--- config.mk ---
export PLATFORM = sky130hd
export DESIGN_NAME = eth_decap
export DESIGN_NICKNAME = d
export VERILOG_FILES = /design/src/rtl/eth_decap.sv
export SDC_FILE = /design/constraint.sdc
export NUM_CORES = 1
export LEC_CHECK = 0
export ABC_AREA = 1
export CAP_MARGIN = 20
export CORE_MARGIN = 4
export CORE_UTILIZATION = 52
export CTS_CLUSTER_SIZE = 30
export DETAILED_ROUTE_END_ITERATION = 8
export GPL_TIMING_DRIVEN = 0
export PLACE_DENSITY = 0.87
export SLEW_MARGIN = 20
export SYNTH_ARGS = -nofsm -noshare
export SYNTH_HDL_FRONTEND = slang
export SYNTH_SLANG_ARGS = --single-unit
--- constraint.sdc ---
create_clock -name clk156 -period 5.4 [get_ports clk156]
set_input_delay 1.08 -clock clk156 [delete_from_list [all_inputs] [get_ports clk156]]
set_output_delay 1.08 -clock clk156 [all_outputs]
set_load 0.01 [all_outputs]
--- src/rtl/eth_decap.sv ---
// eth_decap: receive-side decapsulator for TLP-over-UDP frames.
// Parses the fixed 48-byte Eth+IPv4+UDP+pad header (6 beats of 64 bits).
// Frames addressed to this node have their payload beats forwarded to a
// FIFO as {tkeep, tdata, tlast, tuser}. All other frames are dropped and
// counted.
// Ports:
//   clk156, sys_rst           clock, synchronous active-high reset
//   s_axis_t*                 AXI-Stream RX beats from the 10G MAC
//   wr_en, din, full          FIFO write side (din = {tkeep, tdata, tlast, tuser})
//   rx_frames, rx_drops       saturating accepted / dropped frame counters
module eth_decap #(
  parameter logic [47:0] eth_addr  = 48'h90_E2_BA_5D_8D_C8,
  parameter logic [31:0] ip_addr   = {8'd192, 8'd168, 8'd1, 8'd122},
  parameter logic [15:0] udp_port  = 16'd3776,
  parameter int          hdr_beats = 6
) (
  input  logic        clk156,
  input  logic        sys_rst,
  input  logic        s_axis_tvalid,
  output logic        s_axis_tready,
  input  logic [63:0] s_axis_tdata,
  input  logic [7:0]  s_axis_tkeep,
  input  logic        s_axis_tlast,
  input  logic        s_axis_tuser,
  output logic        wr_en,
  output logic [73:0] din,
  input  logic        full,
  output logic [31:0] rx_frames,
  output logic [31:0] rx_drops
);

  typedef enum logic [1:0] {HDR, DATA, DROP} state_t;

  // Wire byte 0 lands in lane 0 (tdata[7:0]), so big-endian header fields
  // appear byte-swapped when viewed as a little-endian tdata slice.
  localparam logic [47:0] ETH_LANES = {eth_addr[7:0],   eth_addr[15:8],
                                       eth_addr[23:16], eth_addr[31:24],
                                       eth_addr[39:32], eth_addr[47:40]};
  localparam logic [15:0] IP_HI_LANES = {ip_addr[23:16], ip_addr[31:24]};
  localparam logic [15:0] IP_LO_LANES = {ip_addr[7:0],   ip_addr[15:8]};
  localparam logic [15:0] PORT_LANES  = {udp_port[7:0],  udp_port[15:8]};
  localparam logic [2:0]  LAST_HDR    = 3'(hdr_beats - 1);

  state_t      r_state, w_state_nxt;
  logic [2:0]  r_beat_cnt, w_beat_cnt_nxt;
  logic        r_match, w_match_nxt;
  logic        r_wr_en;
  logic [73:0] r_din;
  logic [31:0] r_rx_frames, r_rx_drops;
  logic        w_xfer, w_beat_ok, w_frame_inc, w_drop_inc, w_ready;

  function automatic logic [31:0] sat_inc(input logic [31:0] v);
    return (v == 32'hFFFF_FFFF) ? v : v + 32'd1;
  endfunction

  assign w_ready       = (r_state == DATA) ? !full : 1'b1;
  assign w_xfer        = s_axis_tvalid && w_ready;
  assign s_axis_tready = w_ready;
  assign wr_en         = r_wr_en;
  assign din           = r_din;
  assign rx_frames     = r_rx_frames;
  assign rx_drops      = r_rx_drops;

  // Per-beat header field check, selected by the header beat index.
  always_comb begin
    w_beat_ok = 1'b1;
    case (r_beat_cnt)
      3'd0: w_beat_ok = (s_axis_tdata[47:0] == ETH_LANES) ||
                        (s_axis_tdata[47:0] == 48'hFFFF_FFFF_FFFF);
      3'd1: w_beat_ok = (s_axis_tdata[47:32] == 16'h0008) &&
                        (s_axis_tdata[55:48] == 8'h45);
      3'd2: w_beat_ok = (s_axis_tdata[63:56] == 8'h11);
      3'd3: w_beat_ok = (s_axis_tdata[63:48] == IP_HI_LANES);
      3'd4: w_beat_ok = (s_axis_tdata[15:0] == IP_LO_LANES) &&
                        (s_axis_tdata[47:32] == PORT_LANES);
      default: w_beat_ok = 1'b1;
    endcase
  end

  always_comb begin
    w_state_nxt    = r_state;
    w_beat_cnt_nxt = r_beat_cnt;
    w_match_nxt    = r_match;
    w_frame_inc    = 1'b0;
    w_drop_inc     = 1'b0;
    case (r_state)
      HDR: begin
        if (w_xfer) begin
          if (s_axis_tlast) begin
            // Runt or header-only frame: nothing to forward.
            w_drop_inc     = 1'b1;
            w_beat_cnt_nxt = 3'd0;
            w_match_nxt    = 1'b1;
          end else if (r_beat_cnt == LAST_HDR) begin
            w_beat_cnt_nxt = 3'd0;
            w_match_nxt    = 1'b1;
            w_state_nxt    = (r_match && w_beat_ok) ? DATA : DROP;
          end else begin
            w_beat_cnt_nxt = r_beat_cnt + 3'd1;
            w_match_nxt    = r_match && w_beat_ok;
          end
        end
      end
      DATA: begin
        if (w_xfer && s_axis_tlast) begin
          w_frame_inc = 1'b1;
          w_state_nxt = HDR;
        end
      end
      DROP: begin
        if (w_xfer && s_axis_tlast) begin
          w_drop_inc  = 1'b1;
          w_state_nxt = HDR;
        end
      end
      default: w_state_nxt = HDR;
    endcase
  end

  // Stage boundary: accepted payload beat -> registered FIFO write.
  always_ff @(posedge clk156) begin
    if (sys_rst) begin
      r_state     <= HDR;
      r_beat_cnt  <= 3'd0;
      r_match     <= 1'b1;
      r_wr_en     <= 1'b0;
      r_din       <= '0;
      r_rx_frames <= '0;
      r_rx_drops  <= '0;
    end else begin
      r_state    <= w_state_nxt;
      r_beat_cnt <= w_beat_cnt_nxt;
      r_match    <= w_match_nxt;
      r_wr_en    <= (r_state == DATA) && w_xfer;
      if ((r_state == DATA) && w_xfer)
        r_din <= {s_axis_tkeep, s_axis_tdata, s_axis_tlast, s_axis_tuser};
      if (w_frame_inc) r_rx_frames <= sat_inc(r_rx_frames);
      if (w_drop_inc)  r_rx_drops  <= sat_inc(r_rx_drops);
    end
  end

endmodule

# ---- Word-level counts from Yosys, hierarchy flattened
# Index checks and enable logic that the tools add are counted.
dict set report totals {
  reg_bits 145
  out_inout_bits 140
}
dict set report op_classes {
  n_addsub 3
  eq_ne 21
  n_mux 17
  n_bitwise 2
  n_reduce_logical 15
}
# operator n
set op_table {}
lappend op_table {{48-bit equality test (second input constant)} 2}
lappend op_table {{32-bit by 1-bit adder with 32-bit output (second input constant)} 2}
lappend op_table {{32-bit equality test (second input constant)} 2}
lappend op_table {{16-bit equality test (second input constant)} 2}
lappend op_table {{16-bit by 15-bit equality test with 1-bit output (second input constant)} 1}
lappend op_table {{16-bit by 4-bit equality test with 1-bit output (second input constant)} 1}
lappend op_table {{2-bit 2-to-1 mux} 5}
lappend op_table {{8-bit by 5-bit equality test with 1-bit output (second input constant)} 1}
lappend op_table {{8-bit by 7-bit equality test with 1-bit output (second input constant)} 1}
lappend op_table {{1-bit 2-to-1 mux} 7}
lappend op_table {{3-bit by 2-bit equality test with 1-bit output (second input constant)} 2}
lappend op_table {{3-bit equality test (second input constant)} 2}
lappend op_table {{1-bit logical AND} 6}
lappend op_table {{3-bit 2-to-1 mux} 2}
lappend op_table {{2-bit inequality test (second input constant)} 3}
lappend op_table {{2-bit AND reduction} 3}
lappend op_table {{1-bit case mux with 5 select lines} 1}
lappend op_table {{2-bit case mux with 2 select lines} 1}
lappend op_table {{4-bit AND reduction} 1}
lappend op_table {{3-bit by 1-bit adder with 3-bit output (second input constant)} 1}
lappend op_table {{3-bit by 1-bit equality test with 1-bit output (second input constant)} 1}
lappend op_table {{3-bit zero test} 1}
lappend op_table {{2-bit by 1-bit equality test with 1-bit output (second input constant)} 1}
lappend op_table {{2-bit equality test (second input constant)} 1}
lappend op_table {{7 further kinds} 8}

# ---- Longest topological paths before layout
# Gate-level depths: netlist (run 1).
dict set report depth {
  ltp_word 9
  depth_mapped 15
  mapped_depth_nobuf 15
}

# ---- Least setup slack after synthesis (run 1)
# OpenSTA, ideal clock, no wires.
dict set report synth_timing {
  path_kind {input port to flip-flop}
  from {in full}
  to {reg r_rx_drops[16], in the netlist rx_drops[16]}
  arrival_ns 2.147
  t_required_ns 5.272
  path_slack_ns 3.125
  path_stages 10
  cell_sequence {nand2_1 > and2_1 > nand2_1 > nor2_1 > nand2_4 > inv_2 > buf_6 > nand2_1 > xor2_1 > nor2_1}
}
dict set report synth_between {
  elab_chain_cells 7
  word_cells_on_any_way 8
  cone_classes {4 x mux; 4 x reduce/logical}
}
# item line_no
set synth_lines {}
lappend synth_lines {{start, declared} 27} ;# input logic full,
lappend synth_lines {{1-bit zero test (*)} 56} ;# assign w_ready = (r_state == DATA) ? !full : 1'b1;
lappend synth_lines {{1-bit 2-to-1 mux (*)} 56}
lappend synth_lines {{1-bit logical AND (*)} 57} ;# assign w_xfer = s_axis_tvalid && w_ready;
lappend synth_lines {{1-bit logical AND} 111} ;# if (w_xfer && s_axis_tlast) begin
lappend synth_lines {{1-bit 2-to-1 mux} 111}
lappend synth_lines {{1-bit case mux with 2 select lines (*)} 86} ;# case (r_state)
lappend synth_lines {{2-bit AND reduction (no source line) (*)} -}
lappend synth_lines {{end signal, assigned} 138} ;# if (w_drop_inc) r_rx_drops <= sat_inc(r_rx_drops);
lappend synth_lines {{end, declared} 49} ;# logic [31:0] r_rx_frames, r_rx_drops;
# Every way passes the cells marked *; elsewhere a longest branch is shown, timed or not.
# A chain may end at the register's enable or synchronous reset.

# ---- Final worst setup path (run 1)
dict set report layout_timing {
  from {in full}
  to {out s_axis_tready}
}
dict set report layout_between {
  elab_chain_cells 2
}
# item line_no
set layout_lines {}
lappend layout_lines {{1-bit zero test} 56}
lappend layout_lines {{1-bit 2-to-1 mux} 56}
lappend layout_lines {{end, declared} 20} ;# output logic s_axis_tready,
# Every way passes these cells.

==> results_dict.tcl, run 1 <==
set metrics [dict create \
    avgRoutedWirePerCell_um 16.2 \
    antenna_left 0 \
    nets 1428 \
    p_leak_nw 3.77 \
    yosysMostFrequentCell "nand2_1" \
    htreeDepth 4 \
    synth_edf_count 0 \
    multi_input_area_um2 3830 \
    grt_pass1_wl_um 38900 \
    final_cell_area_um2 10400 \
    syn-num-nets 1192 \
    tns_ns 0 \
    clk_path_buf_depth 2 \
    start_kind "input port" \
    cts_hold_buf 0 \
    ir_worst_vdd_mv 0.241 \
    cp_data_arrival_time_ns 2.10 \
    yosysSeqAreaShare_pct 39.6 \
    setup_viol 0 \
    fill_cells 1091 \
    cts_resized 0 \
    fin_crit_sh_pct 58.9 \
    cts_tree "yes" \
    path_clk_slew_ns 0.06 \
    synth_top_area_share_pct 39.6 \
    path_max_fanout 2 \
    synth_ff_type "dfxtp_1" \
    avgSynthCellArea_um2 6.62 \
    path_class "in2out" \
    clockRootBuffer "clkbuf_16" \
    post-route-min-period_ns 3.18 \
    synth-seq-cells 145 \
    antenna_found_initial 2 \
    drt_wl_total_um 24900 \
    port_buffers 217 \
    powerDensity_nw_per_um2 247 \
    synth.distinct_cells 38 \
    place_inst 1505 \
    via_per_inst 5.40 \
    io_pins 218 \
    synth_area_leaders "dfxtp_1, nand2_1, a21oi_1, nor2_1, inv_1" \
    cts_buffers 17 \
    fin_skew_ns 0.00696 \
    dieArea_um2 16100 \
    hpwlAfterDp_um 18500 \
    synth_cells 1108 \
    syn2layout_area_growth_pct 41.8 \
    place.gp.congestion 0.963 \
    grt_pass1_vias 7945 \
    critPathCaptureType "output pin" \
    utilization_pct 75.2 \
    die_x_um 127 \
    slew_viol_final 0 \
    maxCapViolCount 0 \
    fmax_ghz 0.314 \
    worst_hold_path_type "reg2reg" \
    rsz0062_at_grt "false" \
    cp-startpoint "full" \
    synth.top_cells.by_count "nand2_1, dfxtp_1, nor2_1" \
    grt_max_degree 17 \
    clock_latency_ns 0.42 \
    design.core.area_um2 13800 \
    num_vias 8293 \
    drtIter0Drc 750 \
    start_util_pct 53.0 \
    cts_setup_buffers 0 \
    syn-cell-area_um2 7330 \
    drive_gt1_share_pct 5.90 \
    rows 43 \
    hold_start "din[29]" \
    ys_warn_count 0 \
    gr-total-overflow 0 \
    status "complete, no violations" \
    grt_usage_pct 30.1 \
    clkSinkCount 145 \
    yosys.area.top_type "dfxtp_1" \
    final_hold_viol_count 0 \
    slew-limit-headroom_pct 50.3 \
    r2r_start "r_state[1]" \
    tightest_slew_ns 0.745 \
    postPlaceCellArea_um2 9730 \
    firstDrtPassIters 8 \
    drc 0 \
    die_y_um 127 \
    synthArstFlopShare_pct 0 \
    stdcell_count 1537 \
    ff_latch_area_um2 2900 \
    required_ns 4.32 \
]
==> critical path, cell delays in order <==
cell and delay [ns]:
clkdlybuf4s50_1 0.39, nand2_1 0.08, clkdlybuf4s50_1 0.54
==> cell usage in the layout (no fill, tap or decap), types with 2 or more instances in the layout <==
| cell | count |
|---|---|
| inv_2 | 11 |
| nand3_2 | 2 |
| nor4_1 | 5 |
| buf_2 | 7 |
| nor2_2 | 3 |
| clkdlybuf4s50_1 | 217 |
| nand3_1 | 30 |
| a21oi_1 | 118 |
| nor3_1 | 48 |
| bufinv_16 | 6 |
| nor2_1 | 127 |
| buf_6 | 2 |
| clkbuf_16 | 17 |
| xnor2_1 | 9 |
| nand2_2 | 7 |
| nand4_1 | 23 |
| nor3_2 | 6 |
| clkbuf_8 | 2 |
| o21ai_0 | 44 |
| o21ai_1 | 5 |
| nand2_4 | 2 |
| xor2_1 | 22 |
| nor3b_1 | 3 |
| inv_1 | 96 |
| nand2_1 | 338 |
| clkbuf_1 | 27 |
| buf_4 | 4 |
| nor2_4 | 2 |
| dfxtp_1 | 145 |
| clkinv_2 | 4 |
| clkinv_1 | 2 |
| and2_1 | 5 |
| ha_1 | 6 |
==> flip-flops by register name (all words and copies together) (netlist names) <==
name	flops
r_match	1
r_state	2
wr_en	1
r_beat_cnt	3
rx_frames	32
rx_drops	32
din	74
==> metal layers <==
layer / part of all wire [%] / track usage, % / vias to the layer above
li1: - / - / 4025
met1: 37 / 33.4 / 3729
met2: 48 / 51.3 / 445
met3: 11 / 11.6 / 92
met4: 4.0 / 13.1 / 2
met5: 0.052 / 0 / -
==> metrics by stage <==
| step | power (mW) | worst slack (ns) | hold WS [ns] |
|---|---|---|---|
| floorplan | 1.15 | 3.13 | 0.461 |
| global placement | 1.24 | 2.24 | 0.451 |
| detailed placement | 1.24 | 2.22 | 0.456 |
| CTS | 2.57 | 2.22 | 0.465 |
| global route | 2.63 | 2.19 | 0.483 |
| finish | 2.57 | 2.22 | 0.464 |
==> area by class of cell <==
| type | instances | area share (%) |
|---|---|---|
| Antenna cell | 1 | 0.0241 |
| Buffer | 40 | 1.82 |
| Clock buffer | 20 | 4.39 |
| Clock inverter | 11 | 2.01 |
| Inverter | 109 | 3.94 |
| Multi-Input combinational cell | 814 | 36.8 |
| Sequential cell | 145 | 27.9 |
| Tap cell | 180 | 2.17 |
| Timing Repair Buffer | 217 | 20.9 |
==> power by group <==
group	switching [mW]	internal, mW
combinational	0.0780	0.0697
clock	0.459	0.886
sequential	0.00248	1.07
==> logic make-up (layout without fill, tap and decap cells) <==
logic type,after synthesis,in the layout,synth area share (%)
adders and majority gates,6,6,1.02
xor gates and xnor gates,31,31,3.70
and+or+nand+nor,607,607,35.8
buffers and inverters,149,397,8.16
AOI/OAI and AO/OA,170,170,11.7
other,0,1,0
DFF,145,145,39.6
==> worst paths after layout <==
| path | end | slack, ns | cells past startpoint |
|---|---|---|---|
| min reg2reg | din[29] | 0.46 | 2 |
| max | s_axis_tready | 2.22 | 3 |
| min | din[29] | 0.46 | 2 |
| max reg2reg | rx_frames[30] | 3.12 | 11 |
No activity file was read; power rests on OpenSTA's default activity.
==> run 2: changes to the inputs <==
--- a/config.mk
+++ b/config.mk
@@ -8,11 +8,11 @@
 export ABC_AREA = 1
 export CAP_MARGIN = 20
 export CORE_MARGIN = 4
-export CORE_UTILIZATION = 52
+export CORE_UTILIZATION = 48
 export CTS_CLUSTER_SIZE = 30
 export DETAILED_ROUTE_END_ITERATION = 8
 export GPL_TIMING_DRIVEN = 0
-export PLACE_DENSITY = 0.87
+export PLACE_DENSITY = 0.81
 export SLEW_MARGIN = 20
 export SYNTH_ARGS = -nofsm -noshare
 export SYNTH_HDL_FRONTEND = slang
==> constraint.sdc (replaced) <==
create_clock -name clk156 -period 3.2 [get_ports clk156]
set_input_delay 0.64 -clock clk156 [delete_from_list [all_inputs] [get_ports clk156]]
set_output_delay 0.64 -clock clk156 [all_outputs]
set_load 0.01 [all_outputs]
==> run 2 against run 1 <==
Clock power increased by 56%. Largest power group unchanged. Worst setup slack got worse by 1.3 ns. Combinational power increased by 66%.
==> results_dict.tcl, run 2 (synthesis results as in run 1) <==
set metrics [dict create \
    grt_usage_pct 27.4 \
    p_leak_nw 3.74 \
    reg2regPathDepth 11 \
    num_vias 8116 \
    critPathMaxStageDelay_ns 0.54 \
    r2r_start "r_state[1]" \
    pre_cts_ws_ns 0.567 \
    start_util_pct 49.7 \
    cts_buffers 17 \
    clock_latency_ns 0.44 \
    regToRegSetupSlack_ns 1.01 \
    final_hold_viol_count 0 \
    ir_worst_vdd_mv 0.355 \
    avgRoutedWirePerCell_um 15.8 \
    clk_path_buf_depth 2 \
    post-route-min-period_ns 2.32 \
    path_buf_inv 2 \
    design.core.area_um2 14800 \
    setup.worst_path.end "s_axis_tready" \
    grt_pass1_vias 7731 \
    cts_tree "yes" \
    cts_setup_buffers 0 \
    layout_commonest_cell "nand2_1" \
    critPathCaptureType "output pin" \
    rsz0062_at_grt "false" \
    clockRootBuffer "clkbuf_16" \
    largest_reg_flops 74 \
    gr-total-overflow 0 \
    worst-path-stages 4 \
    drt_wl_total_um 24300 \
    cts_hold_buf 0 \
    crit_family "buffers and inverters" \
    fill_cells 1241 \
    setup_viol 0 \
    maxCapViolCount 0 \
    path_max_fanout 3 \
    postPlaceCellArea_um2 9730 \
    antennaDiodeCount 0 \
    start_kind "flop" \
    slowest_stage "clkdlybuf4s50_1" \
    hpwlAfterDp_um 18500 \
    syn2layout_area_growth_pct 41.1 \
    grt_max_degree 17 \
    tightest_slew_ns 0.738 \
    htreeDepth 4 \
    grt_pass1_wl_um 38600 \
    fin_crit_sh_pct 72.6 \
    drtIter0Drc 674 \
    path_clk_slew_ns 0.06 \
    status "complete, no violations" \
    drive_gt1_share_pct 5.90 \
    fin_skew_ns 0.00763 \
    clkSinkCount 145 \
    slew_viol_final 0 \
    antenna_left 0 \
    fmax_ghz 0.431 \
    antenna_found_initial 0 \
    powerDensity_nw_per_um2 402 \
    stdcell_count 1540 \
    worstReg2RegEnd "rx_frames[30]" \
    cp_data_arrival_time_ns 1.68 \
    slew-limit-headroom_pct 50.8 \
    via_per_inst 5.27 \
    place_inst 1509 \
    layout_common_cells "nand2_1, clkdlybuf4s50_1, dfxtp_1" \
    final_cell_area_um2 10300 \
    path_class "reg2out" \
    tns_ns 0 \
    place.gp.congestion 0.946 \
    port_buffers 217 \
    worst_hold_path_type "reg2reg" \
    cts_resized 0 \
    die_x_um 132 \
    required_ns 2.56 \
    rows 44 \
    worstPathCellList "inv_1 > ha_1 > nand2_1 > clkdlybuf4s50_1" \
    cp-startpoint "r_state[1]" \
    drc 0 \
    fin_ws_ns 0.878 \
    utilization_pct 70.1 \
    io_pins 218 \
    dieArea_um2 17300 \
    firstDrtPassIters 5 \
    nets 1428 \
    die_y_um 132 \
]
[run 2: cell types whose count changed in the layout (fill, tap and decap cells not counted), sizes merged]
cell and delta:
diode -1, inv +1, clkbuf +2, clkinvlp +2, clkinv -2, bufinv -3
[run 2: routing by layer]
metal	vias up	routed length, um	part of all wire, %	GRT usage [%]
met4	0	653	2.7	11.0
met3	50	2330	9.6	9.94
li1	4028	-	-	-
met5	-	0	0	0
met2	353	11400	47	46.1
met1	3685	9860	41	31.8
[run 2: worst min-delay path by stage]
| stage | slack (ns) | end | cells after the start | start |
|---|---|---|---|---|
| 6_report | 0.46 | din[24] | 2 | din[24] |
| 2_1_floorplan | 0.46 | r_state[1] | 2 | r_state[1] |
| 3_3_place_gp | 0.45 | din[65] | 2 | din[65] |
| 5_1_grt | 0.48 | din[71] | 2 | din[71] |
| 4_1_cts | 0.46 | din[24] | 2 | din[24] |
| 3_5_place_dp | 0.45 | din[24] | 2 | din[24] |
[run 2: worst register-to-register path, stage by stage, from the launching register on]
cell and delay (ns):
dfxtp_1 0.35, inv_1 0.07, ha_1 0.21, nand2_1 0.08
and2_1 0.21, nand2_2 0.18, nor2_2 0.28, nand2_4 0.11
inv_2 0.13, buf_2 0.27, nand2_1 0.08, a21oi_1 0.13
[run 2: layout make-up]
cell class,count,area (um2),share of cell area (%)
well taps,184,230,2.23
multi-input cells,814,3830,37.0
clock inverters,9,129,1.25
plain buffers,40,189,1.83
repair buffers,217,2170,21.0
flip-flops and latches,145,2900,28.1
inverters,109,409,3.96
clock buffers,22,484,4.68
[run 2: stage by stage]
stage	power, mW	hold WS [ns]
detailed placement	2.10	0.454
global placement	2.10	0.452
floorplan	1.94	0.461
finish	4.15	0.464
CTS	4.16	0.464
global route	4.26	0.478
[run 2: report_power, final]
part / internal, mW / switching [mW] / total [mW] / leakage [nW]
clock network: 1.30 / 0.792 / 2.09 / 0.298
logic: 0.117 / 0.129 / 0.246 / 2.27
registers: 1.81 / 0.00447 / 1.81 / 1.17
total: 3.23 / 0.926 / 4.15 / 3.74
